===== src/rtl/wrr_burst_arbiter_if.sv =====
// wrr_burst_arbiter_if: requester/resource bundle for the weighted round-robin arbiter
interface wrr_burst_arbiter_if #(parameter int N = 5, parameter int WW = 3);
  logic [N-1:0]         req;
  logic [N*WW-1:0]      weight;
  logic                 done;
  logic [N-1:0]         gnt;
  logic [$clog2(N)-1:0] gnt_id;
  logic                 gnt_vld;
  logic [WW-1:0]        credit;
  modport master (output req, weight, done, input gnt, gnt_id, gnt_vld, credit);
  modport slave (input req, weight, done, output gnt, gnt_id, gnt_vld, credit);
endinterface


===== src/rtl/wrr_burst_arbiter.sv =====
// wrr_burst_arbiter: weighted round-robin arbiter; owner holds grant for up to weight[i] transactions
module wrr_burst_arbiter #(parameter int N = 5, parameter int WW = 3) (
  input logic clk,
  input logic rst_n,
  wrr_burst_arbiter_if.slave bus
);
  localparam int IW = $clog2(N);
  localparam logic [0:0] IDLE = 1'b0;
  localparam logic [0:0] OWN = 1'b1;
  logic [0:0] state;
  logic [N-1:0] gnt_r;
  logic [IW-1:0] id_r, ptr, nxt_ptr, sel_ptr, mwin, uwin, win;
  logic [WW-1:0] credit_r, win_wt, load_wt;
  logic mhit, uhit, rel;
  assign rel = state == OWN && bus.done && (credit_r == WW'(1) || !bus.req[id_r]);
  assign nxt_ptr = id_r == IW'(N - 1) ? '0 : id_r + IW'(1);
  // on release the search already starts past the outgoing owner
  assign sel_ptr = rel ? nxt_ptr : ptr;
  always_comb begin
    mwin = '0;
    uwin = '0;
    mhit = 1'b0;
    uhit = 1'b0;
    for (int i = N - 1; i >= 0; i--) begin
      if (bus.req[i] && IW'(i) >= sel_ptr) begin
        mwin = IW'(i);
        mhit = 1'b1;
      end
      if (bus.req[i]) begin
        uwin = IW'(i);
        uhit = 1'b1;
      end
    end
  end
  assign win = mhit ? mwin : uwin;
  assign win_wt = bus.weight[int'(win)*WW +: WW];
  assign load_wt = win_wt == '0 ? WW'(1) : win_wt;
  always_ff @(posedge clk or negedge rst_n) begin
    if (!rst_n) begin
      state <= IDLE;
      ptr <= '0;
      gnt_r <= '0;
      id_r <= '0;
      credit_r <= '0;
    end else if (rel || state == IDLE) begin
      if (rel) ptr <= nxt_ptr;
      state <= uhit ? OWN : IDLE;
      gnt_r <= uhit ? N'(1) << win : '0;
      id_r <= uhit ? win : '0;
      credit_r <= uhit ? load_wt : '0;
    end else if (bus.done) begin
      credit_r <= credit_r - WW'(1);
    end
  end
  assign bus.gnt = gnt_r;
  assign bus.gnt_id = id_r;
  assign bus.gnt_vld = |gnt_r;
  assign bus.credit = credit_r;
endmodule


===== src/flat_wrapper.sv =====
// flat-port wrapper written by rule: the top's interface ports become plain ports
module wrr_burst_arbiter_flat 
#(parameter int N = 5, parameter int WW = 3)
  (clk, rst_n, bus_req, bus_weight, bus_done, bus_gnt, bus_gnt_id, bus_gnt_vld, bus_credit);
  wrr_burst_arbiter_if #(.N(N), .WW(WW)) bus_i ();
  input logic clk;
  input logic rst_n;
  input wire logic [$bits(bus_i.req)-1:0] bus_req;
  input wire logic [$bits(bus_i.weight)-1:0] bus_weight;
  input wire logic [$bits(bus_i.done)-1:0] bus_done;
  output wire logic [$bits(bus_i.gnt)-1:0] bus_gnt;
  output wire logic [$bits(bus_i.gnt_id)-1:0] bus_gnt_id;
  output wire logic [$bits(bus_i.gnt_vld)-1:0] bus_gnt_vld;
  output wire logic [$bits(bus_i.credit)-1:0] bus_credit;
  assign bus_i.req = bus_req;
  assign bus_i.weight = bus_weight;
  assign bus_i.done = bus_done;
  assign bus_gnt = bus_i.gnt;
  assign bus_gnt_id = bus_i.gnt_id;
  assign bus_gnt_vld = bus_i.gnt_vld;
  assign bus_credit = bus_i.credit;
  wrr_burst_arbiter #(.N(N), .WW(WW)) u_core (.clk(clk), .rst_n(rst_n), .bus(bus_i));
endmodule

===== config.mk =====
export PLATFORM = sky130hd
export DESIGN_NAME = wrr_burst_arbiter_flat
export DESIGN_NICKNAME = d
export VERILOG_FILES = /design/src/rtl/wrr_burst_arbiter_if.sv /design/src/rtl/wrr_burst_arbiter.sv /design/src/flat_wrapper.sv
export SDC_FILE = /design/constraint.sdc
export NUM_CORES = 1
export LEC_CHECK = 0
export CAP_MARGIN = 15
export CORE_MARGIN = 3
export CORE_UTILIZATION = 30
export CTS_CLUSTER_SIZE = 16
export DETAILED_ROUTE_END_ITERATION = 10
export HOLD_SLACK_MARGIN = 0.12
export PLACE_DENSITY = 0.65
export SLEW_MARGIN = 10
export SYNTH_ARGS = -nofsm -noshare
export SYNTH_HDL_FRONTEND = slang
export SYNTH_SLANG_ARGS = --single-unit

===== constraint.sdc =====
create_clock -name clk -period 2.97 [get_ports clk]
set_input_delay 0.594 -clock clk [delete_from_list [all_inputs] [get_ports clk]]
set_output_delay 0.594 -clock clk [all_outputs]
set_load 0.03 [all_outputs]

After elaboration in Yosys (flattened, before gate mapping)
Index checks and enable logic that the tools add are counted.
{"block": "op_classes", "addsub": 2, "n_mul": 1, "div_mod_pow": 0, "magnitude_cmp": 6, "eq_ne": 2, "shifts": 2, "mux": 32, "n_bitwise": 1, "n_reduce_logical": 13}
{"op": "$mux 3", "n": 18}
{"op": "$shiftx 15x32->3", "n": 1}
{"op": "$mux 1", "n": 12}
{"op": "$logic_and 1x1->1", "n": 7}
{"op": "$ge 1x3->1 const A", "n": 2}
{"op": "$ge 2x3->1 const A", "n": 2}
{"op": "$mul 3x2->5 const B", "n": 1}
{"op": "$mux 5", "n": 1}
{"op": "$reduce_or 5->1", "n": 1}
{"op": "$shl 1x3->5 const A", "n": 1}
{"op": "$lt 3x4->1 const B", "n": 1}
{"op": "$add 3x1->3 const B", "n": 1}
{"op": "$bmux 1 s3", "n": 1}
{"op": "$eq 3x1->1 const B", "n": 1}
{"op": "$eq 3x3->1 const B", "n": 1}
{"op": "$ge 3x3->1 const A", "n": 1}
{"op": "$logic_not 3->1", "n": 1}
{"op": "$sub 3x1->3 const B", "n": 1}
{"op": "$logic_or 1x1->1", "n": 2}
{"op": "$reduce_bool 2->1", "n": 1}
{"op": "$logic_not 1->1", "n": 1}
{"op": "$not 1->1", "n": 1}
{"block": "word_totals", "reg_bits": 15, "latchBits": 0, "ram_bits": 0, "mem_bits_ro": 0, "wordCells": 64, "mem_count": 0}

Depth between registers and ports, before layout
{"block": "logic_depth", "word_depth": 20, "mapped_depth": 14}

Least setup slack after synthesis
OpenSTA, ideal clock, no wires.
{"block": "synth_path", "path_type": "register to register", "start": "reg u_core.credit_r[1], in the netlist u_core.bus.credit[1]", "end": "reg u_core.credit_r[0], in the netlist u_core.bus.credit[0]", "setup_time_ns": 0.111, "t_arrival_ns": 3.007, "required_ns": 2.859, "path_slack_ns": -0.149, "stages_incl_launch_ff": 15, "path_buffers": 2, "period_less_slack_ns": 3.119, "path_cell_list": "dfrtp_1 -> inv_1 -> ha_1 -> and2b_1 -> nor4_2 -> or4_4 -> buf_6 -> mux2i_1 -> a31oi_1 -> a41oi_2 -> buf_6 -> mux2i_1 -> a21oi_1 -> a22o_1 -> a222oi_1"}
{"block": "synth_between", "elab_chain_len": 18, "elab_cells_between_ends": 33, "cone_classes": "1 x mul; 5 x order compare; 1 x eq/ne; 1 x shift; 15 x mux; 10 x reduce/logical"}
{"item": "start, declared", "line": "wrr_burst_arbiter.sv:13", "rtl": "logic [WW-1:0] credit_r, win_wt, load_wt;"}
{"item": "start signal, assigned", "line": "wrr_burst_arbiter.sv:50", "rtl": "credit_r <= uhit ? load_wt : '0;"}
{"item": "start signal, assigned", "line": "wrr_burst_arbiter.sv:52", "rtl": "credit_r <= credit_r - WW'(1);"}
{"item": "$eq 3x1->1 (*)", "line": "wrr_burst_arbiter.sv:15", "rtl": "assign rel = state == OWN && bus.done && (credit_r == WW'(1) || !bus.req[id_r]);"}
{"item": "$logic_or 1x1->1 (*)", "line": "wrr_burst_arbiter.sv:15"}
{"item": "$logic_and 1x1->1 (*)", "line": "wrr_burst_arbiter.sv:15"}
{"item": "$mux 3", "line": "wrr_burst_arbiter.sv:18", "rtl": "assign sel_ptr = rel ? nxt_ptr : ptr;"}
{"item": "$ge 3x3->1", "line": "wrr_burst_arbiter.sv:25", "rtl": "if (bus.req[i] && IW'(i) >= sel_ptr) begin"}
{"item": "$logic_and 1x1->1", "line": "wrr_burst_arbiter.sv:25"}
{"item": "$mux 1 or $mux 3 (tied branches) (5 in series)", "line": "wrr_burst_arbiter.sv:25"}
{"item": "$mux 3", "line": "wrr_burst_arbiter.sv:35", "rtl": "assign win = mhit ? mwin : uwin;"}
{"item": "$mul 3x2->5", "line": "wrr_burst_arbiter.sv:36", "rtl": "assign win_wt = bus.weight[int'(win)*WW +: WW];"}
{"item": "$shiftx 15x32->3", "line": "wrr_burst_arbiter.sv:36"}
{"item": "$logic_not 3->1", "line": "wrr_burst_arbiter.sv:37", "rtl": "assign load_wt = win_wt == '0 ? WW'(1) : win_wt;"}
{"item": "$mux 3", "line": "wrr_burst_arbiter.sv:37"}
{"item": "$mux 3", "line": "wrr_burst_arbiter.sv:50"}
{"item": "$mux 3", "line": "wrr_burst_arbiter.sv:45", "rtl": "end else if (rel || state == IDLE) begin"}
Every way passes the cells marked *; elsewhere a longest branch is shown, timed or not.
A chain may end at the register's enable or synchronous reset.

Worst setup path in the final report
Ends and elaborated chain as after synthesis.

==> results.md <==
- Via count: 1438
- Die Area: 5000 µm²
- Fin. max-slew vios: 0
- Antenna Violating Nets Remaining: 0
- Crit end category: register
- Fin Setup TNS: -0.147 ns
- Post-Syn Instances: 154
- Most used DFF post-synth: dfrtp_1
- Slew Limit Headroom: 51.8%
- R2R setup slack: -0.15 ns
- Mapped cell area: 1260 µm²
- Die X: 70.7 µm
- Top layer in use: met4
- Initial Util: 32.6%
- Largest net degree at the start of global routing: 16
- Worst path buffer plus inverter count: 2
- Placed Area: 1970 µm²
- First-pass GRT wire length: 6680 µm
- Leakage: 0.967 nW
- Area grow syn2layout: 69.8%
- CP Cell Sequence: inv_2 > ha_4 > and2b_4 > nor4_4 > or4_4 > mux2_4 > a31oi_4 > a41oi_2 > buf_6 > mux2i_1 > a221oi_1 > nor2_1 > a222oi_1
- Worst vdd ir: 0.559 mV
- Tcrit/Tclk final: 105%
- Max-Cap Viols: 0
- Pre-antenna DRT Iters: 4
- Seq cells post-synth: 15
- Worst-Skew Late Latency: 0.25 ns
- Register area: 379 µm²
- Crit-path leading delay family: simple AND/OR/NAND/NOR gates
- Clock tree buffer depth: 2
- Gpl congestion: 0.890
- Synth unique cells: 38
- Depth of the CTS H-tree: 1
- Final setup viols: 1
- Post-synth EDFFs: 0
- Dpl cells: 274
- IO buf count: 34
- Drt drc: 0
- Nets: 262
- Hold Violations, Final: 0
- # rows: 22
- FF-to-FF Start: u_core.bus.credit[1]
- Grt ovf: 0
- Die Y: 70.7 µm
- Cts hold-fix bufs: 0
- Clock Skew: 0.00559 ns
- Clock root buffer: clkbuf_8
- P per Cell Area: 1150 nW/µm²
- Worst-Margin Slew: 0.720 ns
- Post-route cell area: 2130 µm²
- Min cycle time layout: 3.12 ns
- Synth Net Count: 181
- Core area: 3850 µm²
- Vias/cell: 5.10
- Fraction of layout cells with a size suffix above 1: 33.3%
- Failing checks: setup timing
- M1 WL: 1840 µm
- Min-delay worst type: register to register
- HP Start: u_core.bus.gnt[2]
- Hold Path Stages: 2
- Min-Delay Endpoint: u_core.bus.gnt[2]
- WS Path Type: register to register
- Diode count: 0
- Final worst-path setup slack: -0.147 ns
- Initial antenna violation count: 0
- Area of the multi-input gates: 928 µm²
- RSZ-0062 raised after global routing: yes
- Number of fillers in the final layout: 373
- Wire per inst: 13.7 µm
- Slowest cell on the critical path: or4_4
- R2R depth: 13
- Seq/Total Area, Yosys: 29.9%
- Finished Core Util: 55.4%
- Worst hold slack: 0.501 ns
- CTS Buf Count: 3
- Total Wirelength: 3880 µm
- Avg Cell Area, Syn: 8.17 µm²
- Number of global-route vias before repair: 1457
- Synth Warn #: 0
- GRT Util Overall: 16.1%
- Sink Count: 15
- Initial DRC count: 51
- End of the worst register-to-register path: u_core.bus.credit[0]
- Crit Path Max Fanout: 7
- Async SR Flop Fraction: 100%
- Clock slew at reported path FFs: 0.06 ns
- Status: finished with violations
- Top Ports: 35
- Startpoint types: register
- Fmax: 321 MHz
- DR WL met2: 1850 µm
- Worst EP required: 3.11 ns
- CTS tree: built
- Crit path DAT: 3.25 ns
- DP HPWL: 2940 µm
- Wire length on met3: 175 µm
- Non-Filler Instances: 282
- Slowest cell delay on critical path: 0.61 ns
cells in the mapped netlist (3+ instances only):
| library cell | instances | share of area [%] |
|---|---|---|
| ha_1 | 4 | 4.0 |
| o31ai_1 | 3 | 1.8 |
| a31oi_1 | 5 | 2.5 |
| nor2b_1 | 3 | 1.5 |
| dfrtp_1 | 15 | 30 |
| a21o_1 | 3 | 1.8 |
| mux2i_1 | 9 | 7.2 |
| nor4_2 | 3 | 3.0 |
| o21ai_0 | 11 | 4.4 |
| inv_1 | 8 | 2.4 |
| nand2_1 | 29 | 8.7 |
| a21oi_1 | 8 | 3.2 |
| nand3_1 | 5 | 2.0 |
| nor2_1 | 18 | 5.4 |
| nor3_1 | 3 | 1.2 |
how the worst max path moves through the flow:
stage	startpoint	to	slack, ns	cells after the start
floorplan	u_core.bus.credit[1]	u_core.bus.credit[0]	-0.07	13
global placement	bus_req[2]	u_core.bus.credit[0]	-0.60	12
detailed placement	bus_req[2]	u_core.bus.credit[0]	-0.66	12
CTS	u_core.bus.credit[1]	u_core.bus.credit[0]	-0.13	13
global route	u_core.bus.credit[1]	u_core.bus.credit[0]	-0.27	13
finish	u_core.bus.credit[1]	u_core.bus.credit[0]	-0.15	13
state kept, by name (all words and copies together), names as in the netlist:
signal	flops
u_core.bus.credit	3
u_core.bus.gnt	5
u_core.bus.gnt_id	3
u_core.state	1
u_core.ptr	3
final cells by class:
class,count,area share (%)
timing repair buffer,80,32.4
sequential,15,17.8
inverter,8,1.41
multi-input combinational,127,43.5
tap,48,2.81
clock buffer,4,2.11
routing by layer:
| layer | vias to the layer above | GRT usage, % |
|---|---|---|
| met5 | - | 0 |
| met4 | 0 | 3.34 |
| met3 | 2 | 2.41 |
| met2 | 36 | 26.5 |
| met1 | 682 | 22.5 |
| li1 | 718 | - |
through the flow:
stage	total power, W	setup WS [ns]
after floorplan	0.00137	-0.0674
after global placement	0.00209	-0.604
after detailed placement	0.00210	-0.657
after CTS	0.00242	-0.129
after global routing	0.00265	-0.270
final	0.00245	-0.147
logic make-up (layout without fill, tap and decap cells):
kind of cell	after synthesis	count (layout)	synth area share (%)
flip-flops	15	15	29.9
AO/OA/AOI/OAI	39	39	21.4
buffers and inverters	12	92	4.87
AND/OR/NAND/NOR	73	73	30.4
multiplexers	11	11	9.45
adder cells (fa/ha/maj)	4	4	3.98
worst register-to-register path, stage by stage, from the launching register on:
cell,delay (ns)
dfrtp_2,0.41
inv_2,0.07
ha_4,0.11
and2b_4,0.21
nor4_4,0.07
or4_4,0.61
mux2_4,0.34
a31oi_4,0.15
a41oi_2,0.05
buf_6,0.17
mux2i_1,0.11
a221oi_1,0.30
nor2_1,0.09
a222oi_1,0.30
report_power, final:
| part | switching (W) | total, W | leakage, nW | internal (W) |
|---|---|---|---|---|
| Combinational | 0.000950 | 0.00191 | 0.761 | 0.000959 |
| Clock | 0.0000720 | 0.000167 | 0.0228 | 0.0000949 |
| Sequential | 0.0000817 | 0.000377 | 0.183 | 0.000296 |
cells in the final DEF (no fill, tap or decap), types with 3 or more instances in the layout:
cell and instances:
o21ai_0 11, buf_6 3, clkbuf_8 3, nor3_1 3, a21o_1 3, mux2i_1 7, buf_4 43, nand2_1 27
o31ai_1 3, inv_1 7, mux2i_2 3, ha_1 3, dlygate4sd2_1 4, a31oi_1 3, nand3_1 5, dfrtp_1 12
dfrtp_2 3, nor2_1 18, clkdlybuf4s50_1 28, a21oi_1 7, nor4_4 3
what timing repair did:
| action | 4_1_cts | 5_1_grt |
|---|---|---|
| setup endpoints to repair | 3 | 3 |
| resized for setup | 23 | 5 |
| pin swaps | 11 | 10 |
| setup buffers | 5 | 0 |
No activity file was read; power rests on OpenSTA's default activity.
